===== config.mk =====
export PLATFORM = sky130hd
export DESIGN_NAME = flash_addr_ctrl
export DESIGN_NICKNAME = d
export VERILOG_FILES = /design/src/rtl/flash_ctrl_pkg.sv /design/src/rtl/flash_addr_ctrl_stepper.sv /design/src/rtl/flash_addr_ctrl.sv
export SDC_FILE = /design/constraint.sdc
export NUM_CORES = 1
export LEC_CHECK = 0
export CORE_UTILIZATION = 50
export DETAILED_ROUTE_END_ITERATION = 8
export PLACE_DENSITY_LB_ADDON = 0.15
export SYNTH_ARGS = -nofsm -noshare
export SYNTH_HDL_FRONTEND = slang
export SYNTH_SLANG_ARGS = --single-unit

===== constraint.sdc =====
create_clock -name clk -period 3.85 [get_ports clk]
set_input_delay 0.77 -clock clk [delete_from_list [all_inputs] [get_ports clk]]
set_output_delay 0.77 -clock clk [all_outputs]
set_load 0.1 [all_outputs]

===== src/rtl/flash_ctrl_pkg.sv =====
// Shared types for the flash address sequencer: controller states and playback direction.
// Latency: n/a (types only).
// Backpressure: n/a (types only).
package flash_ctrl_pkg;

  // Controller state, also exported on the ctrl_state debug port.
  typedef enum logic [1:0] {
    RUN    = 2'd0,
    PAUSED = 2'd1,
    DONE   = 2'd2
  } ctrl_state_t;

  // Playback direction as decoded from the keyboard level.
  typedef enum logic {
    DIR_FWD = 1'b0,
    DIR_BWD = 1'b1
  } dir_t;

endpackage


===== src/rtl/flash_addr_ctrl_stepper.sv =====
// Computes the neighbouring song word in the requested direction and flags the song edge.
// Latency: purely combinational, zero cycles.
// Backpressure: none; the caller decides whether the result is used.
//
// Ports:
//   addr        current word address (always within [START_ADDR, END_ADDR])
//   dir         DIR_FWD / DIR_BWD
//   next_addr   addr+1 / addr-1, or the opposite song edge when at_boundary
//   at_boundary addr sits on the last word in the travel direction
module addr_stepper
  import flash_ctrl_pkg::*;
#(
  parameter int unsigned           ADDR_W     = 23,
  parameter logic [ADDR_W-1:0]     START_ADDR = ADDR_W'(23'h000000),
  parameter logic [ADDR_W-1:0]     END_ADDR   = ADDR_W'(23'h07FFFF)
) (
  input  logic [ADDR_W-1:0] addr,
  input  dir_t              dir,
  output logic [ADDR_W-1:0] next_addr,
  output logic              at_boundary
);

  always_comb begin
    next_addr   = addr;
    at_boundary = 1'b0;
    if (dir == DIR_FWD) begin
      // Compare against the edge instead of relying on wrap-around of the adder,
      // so a song ending below 2**ADDR_W-1 still stops at its own last word.
      if (addr == END_ADDR) begin
        at_boundary = 1'b1;
        next_addr   = START_ADDR;
      end else begin
        next_addr = addr + ADDR_W'(1);
      end
    end else begin
      if (addr == START_ADDR) begin
        at_boundary = 1'b1;
        next_addr   = END_ADDR;
      end else begin
        next_addr = addr - ADDR_W'(1);
      end
    end
  end

endmodule


===== src/rtl/flash_addr_ctrl.sv =====
// Sequences the flash word address for audio playback: one word per address_change, with keyboard direction/pause/restart.
// Latency: flsh_address and end_of_song update on the clock edge after the sampled pulse.
// Backpressure: none; advances arriving while paused, done, or alongside a restart are dropped.
//
// Ports:
//   clk, reset_n     clock and synchronous active-low reset
//   kybrd_dir        direction level (0 fwd, 1 bwd), sampled on the advance/restart cycle
//   kybrd_pause      pause level; holds the address while high
//   kybrd_restart    pulse; loads the song start for the current direction
//   address_change   pulse from FlashReader; current word consumed
//   flsh_address     registered word address presented to flash
//   end_of_song      one-cycle pulse coincident with the boundary address
//   ctrl_state       current ctrl_state_t (debug)
// Build option: define ADDR_LOOP_EN to wrap at the song edges instead of halting in DONE.
module flash_addr_ctrl
  import flash_ctrl_pkg::*;
#(
  parameter int unsigned           ADDR_W     = 23,
  parameter logic [ADDR_W-1:0]     START_ADDR = ADDR_W'(23'h000000),
  parameter logic [ADDR_W-1:0]     END_ADDR   = ADDR_W'(23'h07FFFF)
) (
  input  logic              clk,
  input  logic              reset_n,
  input  logic              kybrd_dir,
  input  logic              kybrd_pause,
  input  logic              kybrd_restart,
  input  logic              address_change,
  output logic [ADDR_W-1:0] flsh_address,
  output logic              end_of_song,
  output logic [1:0]        ctrl_state
);

  ctrl_state_t       state_q, state_d;
  logic [ADDR_W-1:0] addr_q, addr_d;
  logic              eos_q, eos_d;

  dir_t              dir;
  logic [ADDR_W-1:0] step_addr;
  logic              at_boundary;
  logic [ADDR_W-1:0] restart_addr;

  assign dir          = dir_t'(kybrd_dir);
  // Backward playback starts from the last word of the song.
  assign restart_addr = (dir == DIR_BWD) ? END_ADDR : START_ADDR;

  addr_stepper #(
    .ADDR_W     (ADDR_W),
    .START_ADDR (START_ADDR),
    .END_ADDR   (END_ADDR)
  ) u_stepper (
    .addr        (addr_q),
    .dir         (dir),
    .next_addr   (step_addr),
    .at_boundary (at_boundary)
  );

  always_comb begin
    state_d = state_q;
    addr_d  = addr_q;
    eos_d   = 1'b0;

    unique case (state_q)
      RUN: begin
        // Restart outranks a same-cycle advance; pause suppresses the advance too.
        if (kybrd_restart) begin
          addr_d = restart_addr;
        end else if (address_change && !kybrd_pause) begin
          if (at_boundary) begin
            eos_d = 1'b1;
`ifdef ADDR_LOOP_EN
            addr_d = step_addr;
`else
            state_d = DONE;
`endif
          end else begin
            addr_d = step_addr;
          end
        end
        if (kybrd_pause) begin
          state_d = PAUSED;
        end
      end

      PAUSED: begin
        // A restart while paused repositions the song but keeps it paused.
        if (kybrd_restart) begin
          addr_d = restart_addr;
        end
        if (!kybrd_pause) begin
          state_d = RUN;
        end
      end

      DONE: begin
        if (kybrd_restart) begin
          addr_d  = restart_addr;
          state_d = RUN;
        end
      end

      default: begin
        state_d = RUN;
        addr_d  = START_ADDR;
      end
    endcase
  end

  always_ff @(posedge clk) begin
    if (!reset_n) begin
      state_q <= RUN;
      addr_q  <= START_ADDR;
      eos_q   <= 1'b0;
    end else begin
      state_q <= state_d;
      addr_q  <= addr_d;
      eos_q   <= eos_d;
    end
  end

  assign flsh_address = addr_q;
  assign end_of_song  = eos_q;
  assign ctrl_state   = state_q;

endmodule


==> impl_metrics.py, run 1 <==
metrics = {
    "run_status": {
        "status": "complete, no violations",
    },
    "pwr": {
        "p_comb_frac": 0.554,
        "p_clk_frac": 0.143,
        "p_sw_frac": 0.529,
        "power_frac_seq": 0.303,
        "p_int_uw": 629,
        "leakagePower_nw": 0.944,
        "peakVddDrop_v": 0.000233,
        "powerDensity_mw_per_mm2": 459,
        "switching_power_uw": 705,
    },
    "critical_path": {
        "cp_num_buf_inv": 1,
        "r2r_cells": 6,
        "crit_cells": 1,
        "rr_startpoint": "flsh_address[0]$_SDFFE_PN0P_",
        "cp-start-kind": "register",
        "ff2ff_setup_slack_ns": 1.06,
        "r2r-end": "flsh_address[8]$_SDFFE_PN0P_",
        "path_cells": "clkdlybuf4s50_1",
        "cp.required_ns": 3.08,
        "slowest_delay_ns": 1.23,
        "critical_path_arrival_ns": 2.17,
        "cp_top_family": "buffers and inverters",
        "path_class": "reg2out",
        "cp_slowest_cell": "clkdlybuf4s50_1",
        "critPathCaptureType": "output pin",
        "crit_fanout": 11,
    },
    "timing": {
        "worst_slew_pin_slew_ns": 0.975,
        "period_needed_ns": 2.94,
        "fin_crit_sh": 0.764,
        "maxSlewViolCount": 0,
        "timing.fmax_ghz": 0.340,
        "setup_viol": 0,
        "rsz0062_at_grt": "no",
        "tns_ns": 0,
        "slew_headroom": 0.348,
        "skew_ns": 0.00988,
        "hold_viol": 0,
    },
    "floorplanning": {
        "die_area_mm2": 0.00557,
        "start_util": 0.516,
        "die_x_um": 74.6,
        "die_y_um": 74.6,
        "ios": 32,
        "core_mm2": 0.00511,
        "rows": 26,
    },
    "routing": {
        "highest_layer": "met4",
        "met2_length_mm": 3.41,
        "avgRoutedWirePerCell_um": 18.2,
        "drc": 0,
        "via_per_inst": 6.51,
        "postRouteAntennaNets": 0,
        "drt-met1-wl_mm": 3.42,
        "firstDrtPassIters": 5,
        "num_vias": 2715,
        "drt-total-wl_mm": 7.60,
        "drtIter0Drc": 222,
        "wl_met3_um": 560,
    },
    "synthesis": {
        "synthTopCellsByArea": "dfxtp_1 (20%), nand2_1 (4.8%), nor3_1 (3.6%)",
        "yosysWarnings": 0,
        "synthArstFlopShare": 0,
        "syn-num-nets": 351,
        "synth_flop_cell": "dfxtp_1",
        "syn_area_mm2": 0.00264,
        "synth_area_per_cell_um2": 7.78,
        "synth_edf_count": 0,
        "synth-seq-cells": 26,
        "synth_cell_types": 73,
        "syn_inst": 339,
        "yosysTopAreaCell": "dfxtp_1",
        "synth-seq-area-share": 0.197,
        "synth_top_area_frac": 0.197,
    },
    "min_path": {
        "hp-start": "flsh_address[22]$_SDFFE_PN0P_",
        "hold_class": "reg2reg",
        "hold_depth": 2,
        "hold_end": "flsh_address[22]$_SDFFE_PN0P_",
    },
    "final_layout": {
        "fin_cells": 417,
        "diodes": 0,
        "nFillCells": 509,
        "nets": 360,
        "drive_gt1_frac": 0.127,
        "area_growth_pct": 10.2,
    },
    "clock_network": {
        "cts_buffer_depth": 2,
        "cts_tree": "yes",
        "clk_pin_slew_ns": 0.10,
        "insertion_delay_ns": 0.29,
        "cts_setup_buffers": 0,
        "cts_buffers": 3,
        "cts-resized-gates": 0,
        "cts-root-buf": "clkbuf_8",
        "cts_hold_buf": 0,
        "cts.htree.levels": 1,
        "numClockSinks": 26,
    },
    "place": {
        "port_buffers": 31,
        "dp_cells": 413,
        "hpwl_mm": 5.50,
        "gp_congestion": 0.914,
    },
    "global_routing": {
        "grtUsageTotal": 0.288,
        "grt_start_max_net_pins": 17,
        "grt_pass1_vias": 2462,
        "grt_pass1_wl_mm": 12.2,
        "overflow": 0,
        "antenna_found_initial": 0,
    },
    "job": {
        "cap_violations": 0,
    },
}
placed cells by master (no fill, tap or decap), drive strengths merged, types with 5 or more instances in the layout:
| cell | instances |
|---|---|
| nor3 | 20 |
| buf | 6 |
| o21ai | 23 |
| or3 | 8 |
| nor4 | 10 |
| o31ai | 6 |
| ha | 6 |
| nor2 | 17 |
| a21oi | 17 |
| inv | 12 |
| xor2 | 6 |
| nand2 | 36 |
| xnor2 | 10 |
| clkdlybuf4s50 | 30 |
| nand4 | 10 |
| a211oi | 5 |
| nand3 | 14 |
| o211ai | 8 |
| and2 | 5 |
| dfxtp | 26 |
| a31oi | 11 |
synth_stat cells (3+ instances only):
cell type and instances:
o21ai_0 18, or3_1 6, ha_1 6, a211oi_1 5, xor2_1 6, dfxtp_1 26, o21ai_2 4, buf_4 7
nand2_1 34, a31oi_1 11, o22ai_1 4, a22o_1 3, o21a_1 3, nor2_1 17, buf_2 6, nor2b_1 3
xnor2_1 10, a21oi_1 15, inv_1 12, nand3_1 12, and2_1 4, o211ai_1 8, o31ai_1 5, nand4_1 7
nor3b_1 3, clkbuf_1 10, or4_1 4, buf_6 7, nor3_1 19, nor4_1 8, a32o_1 3, o311a_1 3
state kept, by name, indices dropped and copies added (netlist names):
register	cells
end_of_song	1
ctrl_state	2
flsh_address	23
metrics by stage:
| step | total power, mW | worst slack [ns] | hold slack, ns | instance area, µm² | utilization |
|---|---|---|---|---|---|
| after floorplan | 1.01 | 0.818 | 0.943 | 2640 | - |
| after global placement | 1.14 | 0.870 | 0.535 | 2850 | 0.558 |
| after detailed placement | 1.14 | 0.812 | 0.542 | 2850 | 0.558 |
| after CTS | 1.33 | 0.916 | 0.557 | 2900 | 0.569 |
| after global routing | 1.41 | 0.845 | 0.597 | 2900 | 0.569 |
| final | 1.33 | 0.910 | 0.557 | 2900 | 0.569 |
cells by family after synthesis:
logic type / synth area share
DFF: 0.197
adders and majority gates: 0.0285
buffers and inverters: 0.101
xor gates and xnor gates: 0.0532
and+or+nand+nor: 0.327
AOI/OAI and AO/OA: 0.294
area by class of cell:
type / count / area (µm²) / area share
Inverter: 12 / 45.0 / 0.0155
Clock buffer: 4 / 55.1 / 0.0190
Tap cell: 70 / 87.6 / 0.0302
Sequential cell: 26 / 520 / 0.179
Multi-Input combinational cell: 269 / 1850 / 0.637
Timing Repair Buffer: 36 / 345 / 0.119
power by group through the flow:
stage | Sequential (mW) | Clock, mW | Combinational [mW]
after floorplan | 0.574 | 0 | 0.435
after global placement | 0.409 | 0 | 0.727
after detailed placement | 0.408 | 0 | 0.730
after CTS | 0.402 | 0.191 | 0.733
after global routing | 0.416 | 0.204 | 0.786
final | 0.405 | 0.191 | 0.739
metal layers:
layer	global-route usage	up-vias
li1	-	1301
met1	0.398	1255
met2	0.452	136
met3	0.0388	23
met4	0.119	0
met5	0	-
worst max-delay path by stage:
stage                                             from                       endpoint  slack, ns
final                     flsh_address[2]$_SDFFE_PN0P_                flsh_address[2]       0.91
after CTS                 flsh_address[2]$_SDFFE_PN0P_                flsh_address[2]       0.92
after floorplan             ctrl_state[0]$_SDFFE_PN0P_  flsh_address[17]$_SDFFE_PN0P_       0.82
after global placement                       kybrd_dir  flsh_address[18]$_SDFFE_PN0P_       0.87
after global routing      flsh_address[2]$_SDFFE_PN0P_                flsh_address[2]       0.84
after detailed placement                     kybrd_dir   flsh_address[2]$_SDFFE_PN0P_       0.81
(Power assumes the default switching activity.)
==> inputs of run 2 (changes only) <==
Clock period 3.85 ns to 2.56 ns, I/O delays scaled along.
==> run 2 against run 1 <==
  * Sequential cell count is the same
  * Largest cell class unchanged
  * Setup slack got worse by 0.70 ns
  * Register-to-register slack worse by 0.85 ns
  * Core utilization is 2.7 points higher
  * Clock skew is 0.0022 ns lower
  * Power rose by 62%
  * First-iteration DRC count increased by 9.5%
  * Count of clock-buffer cells in the layout down 1
==> impl_metrics.py, run 2 (synthesis gave the netlist of run 1 again) <==
metrics = {
    "final_layout": {
        "area_growth_pct": 15.4,
        "largest_reg_flops": 23,
        "layout_commonest_cell": "buf_4",
        "nets": 379,
        "mostFrequentLayoutCells": "buf_4 (49), nand2_1 (34), nor3_1 (19)",
        "diodes": 0,
        "drive_gt1_frac": 0.287,
    },
    "place": {
        "gp_congestion": 1.00,
        "port_buffers": 31,
        "hpwl_mm": 5.74,
    },
    "min_path": {
        "hold_class": "reg2reg",
        "hp-start": "flsh_address[1]$_SDFFE_PN0P_",
        "hold_depth": 2,
        "hold_end": "flsh_address[1]$_SDFFE_PN0P_",
    },
    "timing": {
        "slew_headroom": 0.631,
        "timing.fmax_ghz": 0.425,
        "tns_ns": 0,
        "rsz0062_at_grt": "no",
        "maxSlewViolCount": 0,
        "skew_ns": 0.00769,
        "period_needed_ns": 2.35,
        "hold_viol": 0,
        "fin_crit_sh": 0.919,
        "setup_viol": 0,
        "fin_hold_ws_ns": 0.528,
        "worst_slew_pin_slew_ns": 0.549,
    },
    "floorplanning": {
        "start_util": 0.516,
        "core_mm2": 0.00511,
        "ios": 32,
        "die_x_um": 74.6,
        "rows": 26,
        "die_y_um": 74.6,
        "die_area_mm2": 0.00557,
    },
    "clock_network": {
        "numClockSinks": 26,
        "clk_pin_slew_ns": 0.10,
        "cts_tree": "yes",
        "cts-resized-gates": 0,
        "insertion_delay_ns": 0.28,
        "cts-root-buf": "clkbuf_8",
        "cts_buffer_depth": 2,
        "cts_hold_buf": 0,
        "cts.htree.levels": 1,
        "cts_buffers": 3,
        "cts_setup_buffers": 0,
    },
    "critical_path": {
        "path_class": "reg2reg",
        "path_cells": "ha_1 > nand3_4 > or2_2 > o32a_4 > a21o_2 > nand2_4 > o21ai_0",
        "critPathCaptureType": "register",
        "startpoint": "flsh_address[1]$_SDFFE_PN0P_",
        "cp-start-kind": "register",
        "ff2ff_setup_slack_ns": 0.21,
        "slowest_delay_ns": 0.47,
        "cp_num_buf_inv": 0,
        "cp_top_family": "compound AO/OA/AOI/OAI gates",
        "r2r_cells": 7,
        "critical_path_arrival_ns": 2.51,
        "crit_fanout": 9,
        "cp.required_ns": 2.72,
        "cp_slowest_cell": "o32a_4",
        "rr_startpoint": "flsh_address[1]$_SDFFE_PN0P_",
        "r2r-end": "flsh_address[12]$_SDFFE_PN0P_",
    },
    "pwr": {
        "finalPower_mw": 2.16,
        "power_frac_seq": 0.280,
        "peakVddDrop_v": 0.000357,
        "p_int_mw": 1.07,
        "leakagePower_nw": 1.10,
        "p_sw_frac": 0.506,
        "powerDensity_mw_per_mm2": 709,
        "p_clk_frac": 0.169,
        "p_comb_frac": 0.551,
        "switching_power_mw": 1.09,
    },
    "global_routing": {
        "grt_pass1_vias": 2418,
        "overflow": 0,
        "antenna_found_initial": 0,
        "grt_pass1_wl_mm": 12.4,
        "grt_use_met2": 0.461,
        "grt_busiest_layer": "met2",
        "grt_use_met1": 0.406,
        "grt_start_max_net_pins": 17,
        "grt_use_met3": 0.0442,
        "grtUsageTotal": 0.292,
    },
    "routing": {
        "postRouteAntennaNets": 0,
        "avgRoutedWirePerCell_um": 17.9,
        "drc": 0,
        "firstDrtPassIters": 4,
        "drt-total-wl_mm": 7.82,
        "num_vias": 2769,
        "drtIter0Drc": 243,
        "via_per_inst": 6.35,
    },
    "job": {
        "cap_violations": 0,
    },
    "run_status": {
        "status": "complete, no violations",
    },
}
-- run 2: changes by cell type in the layout (fill, tap and decap cells not counted), sizes merged --
cell           change
clkbuf             -1
clkdlybuf4s50     -25
bufinv             +1
buf               +44
-- run 2: cell type report --
class                           count  area, µm²
Timing Repair Buffer               55        438
Inverter                           12       45.0
Fill cell                         483       2060
Sequential cell                    26        546
Clock buffer                        3       41.3
Multi-Input combinational cell    269       1860
Clock inverter                      1       30.0
Tap cell                           70       87.6
-- run 2: per-stage QoR --
step | instances | utilization | setup slack (ns) | instance area (µm²)
finish | 436 | 0.596 | 0.208 | 3040
global route | 436 | 0.596 | 0.0948 | 3040
CTS | 436 | 0.596 | 0.227 | 3040
detailed placement | 432 | 0.582 | 0.148 | 2970
global placement | 432 | 0.582 | 0.197 | 2970
floorplan | 339 | - | 0.00399 | 2670
-- run 2: layer usage --
layer  routed length (µm)  up-vias
li1                     -     1335
met1                 3580     1279
met2                 3440      127
met3                  534       28
met4                  271        0
met5                    0        -
-- run 2: how the worst max path moves through the flow --
| stage | endpoint | slack (ns) | cells past startpoint |
|---|---|---|---|
| after CTS | flsh_address[12]$_SDFFE_PN0P_ | 0.23 | 7 |
| after floorplan | flsh_address[2]$_SDFFE_PN0P_ | 0.004 | 6 |
| after detailed placement | flsh_address[12]$_SDFFE_PN0P_ | 0.15 | 7 |
| after global placement | flsh_address[12]$_SDFFE_PN0P_ | 0.20 | 7 |
| after global routing | flsh_address[9]$_SDFFE_PN0P_ | 0.09 | 7 |
| final | flsh_address[12]$_SDFFE_PN0P_ | 0.21 | 7 |
-- run 2: worst min-delay path: cells and delay by family (launching register included) --
kind | cells | cell delay [ns]
compound gates | 1 | 0.04
simple gates | 1 | 0.07
flops | 1 | 0.39
-- run 2: power groups by stage --
| stage | combinational [mW] | clock [mW] | sequential (mW) |
|---|---|---|---|
| after floorplan | 0.654 | 0 | 0.874 |
| after global placement | 1.17 | 0 | 0.605 |
| after detailed placement | 1.17 | 0 | 0.608 |
| after CTS | 1.17 | 0.370 | 0.599 |
| after global routing | 1.26 | 0.385 | 0.616 |
| final | 1.19 | 0.366 | 0.603 |
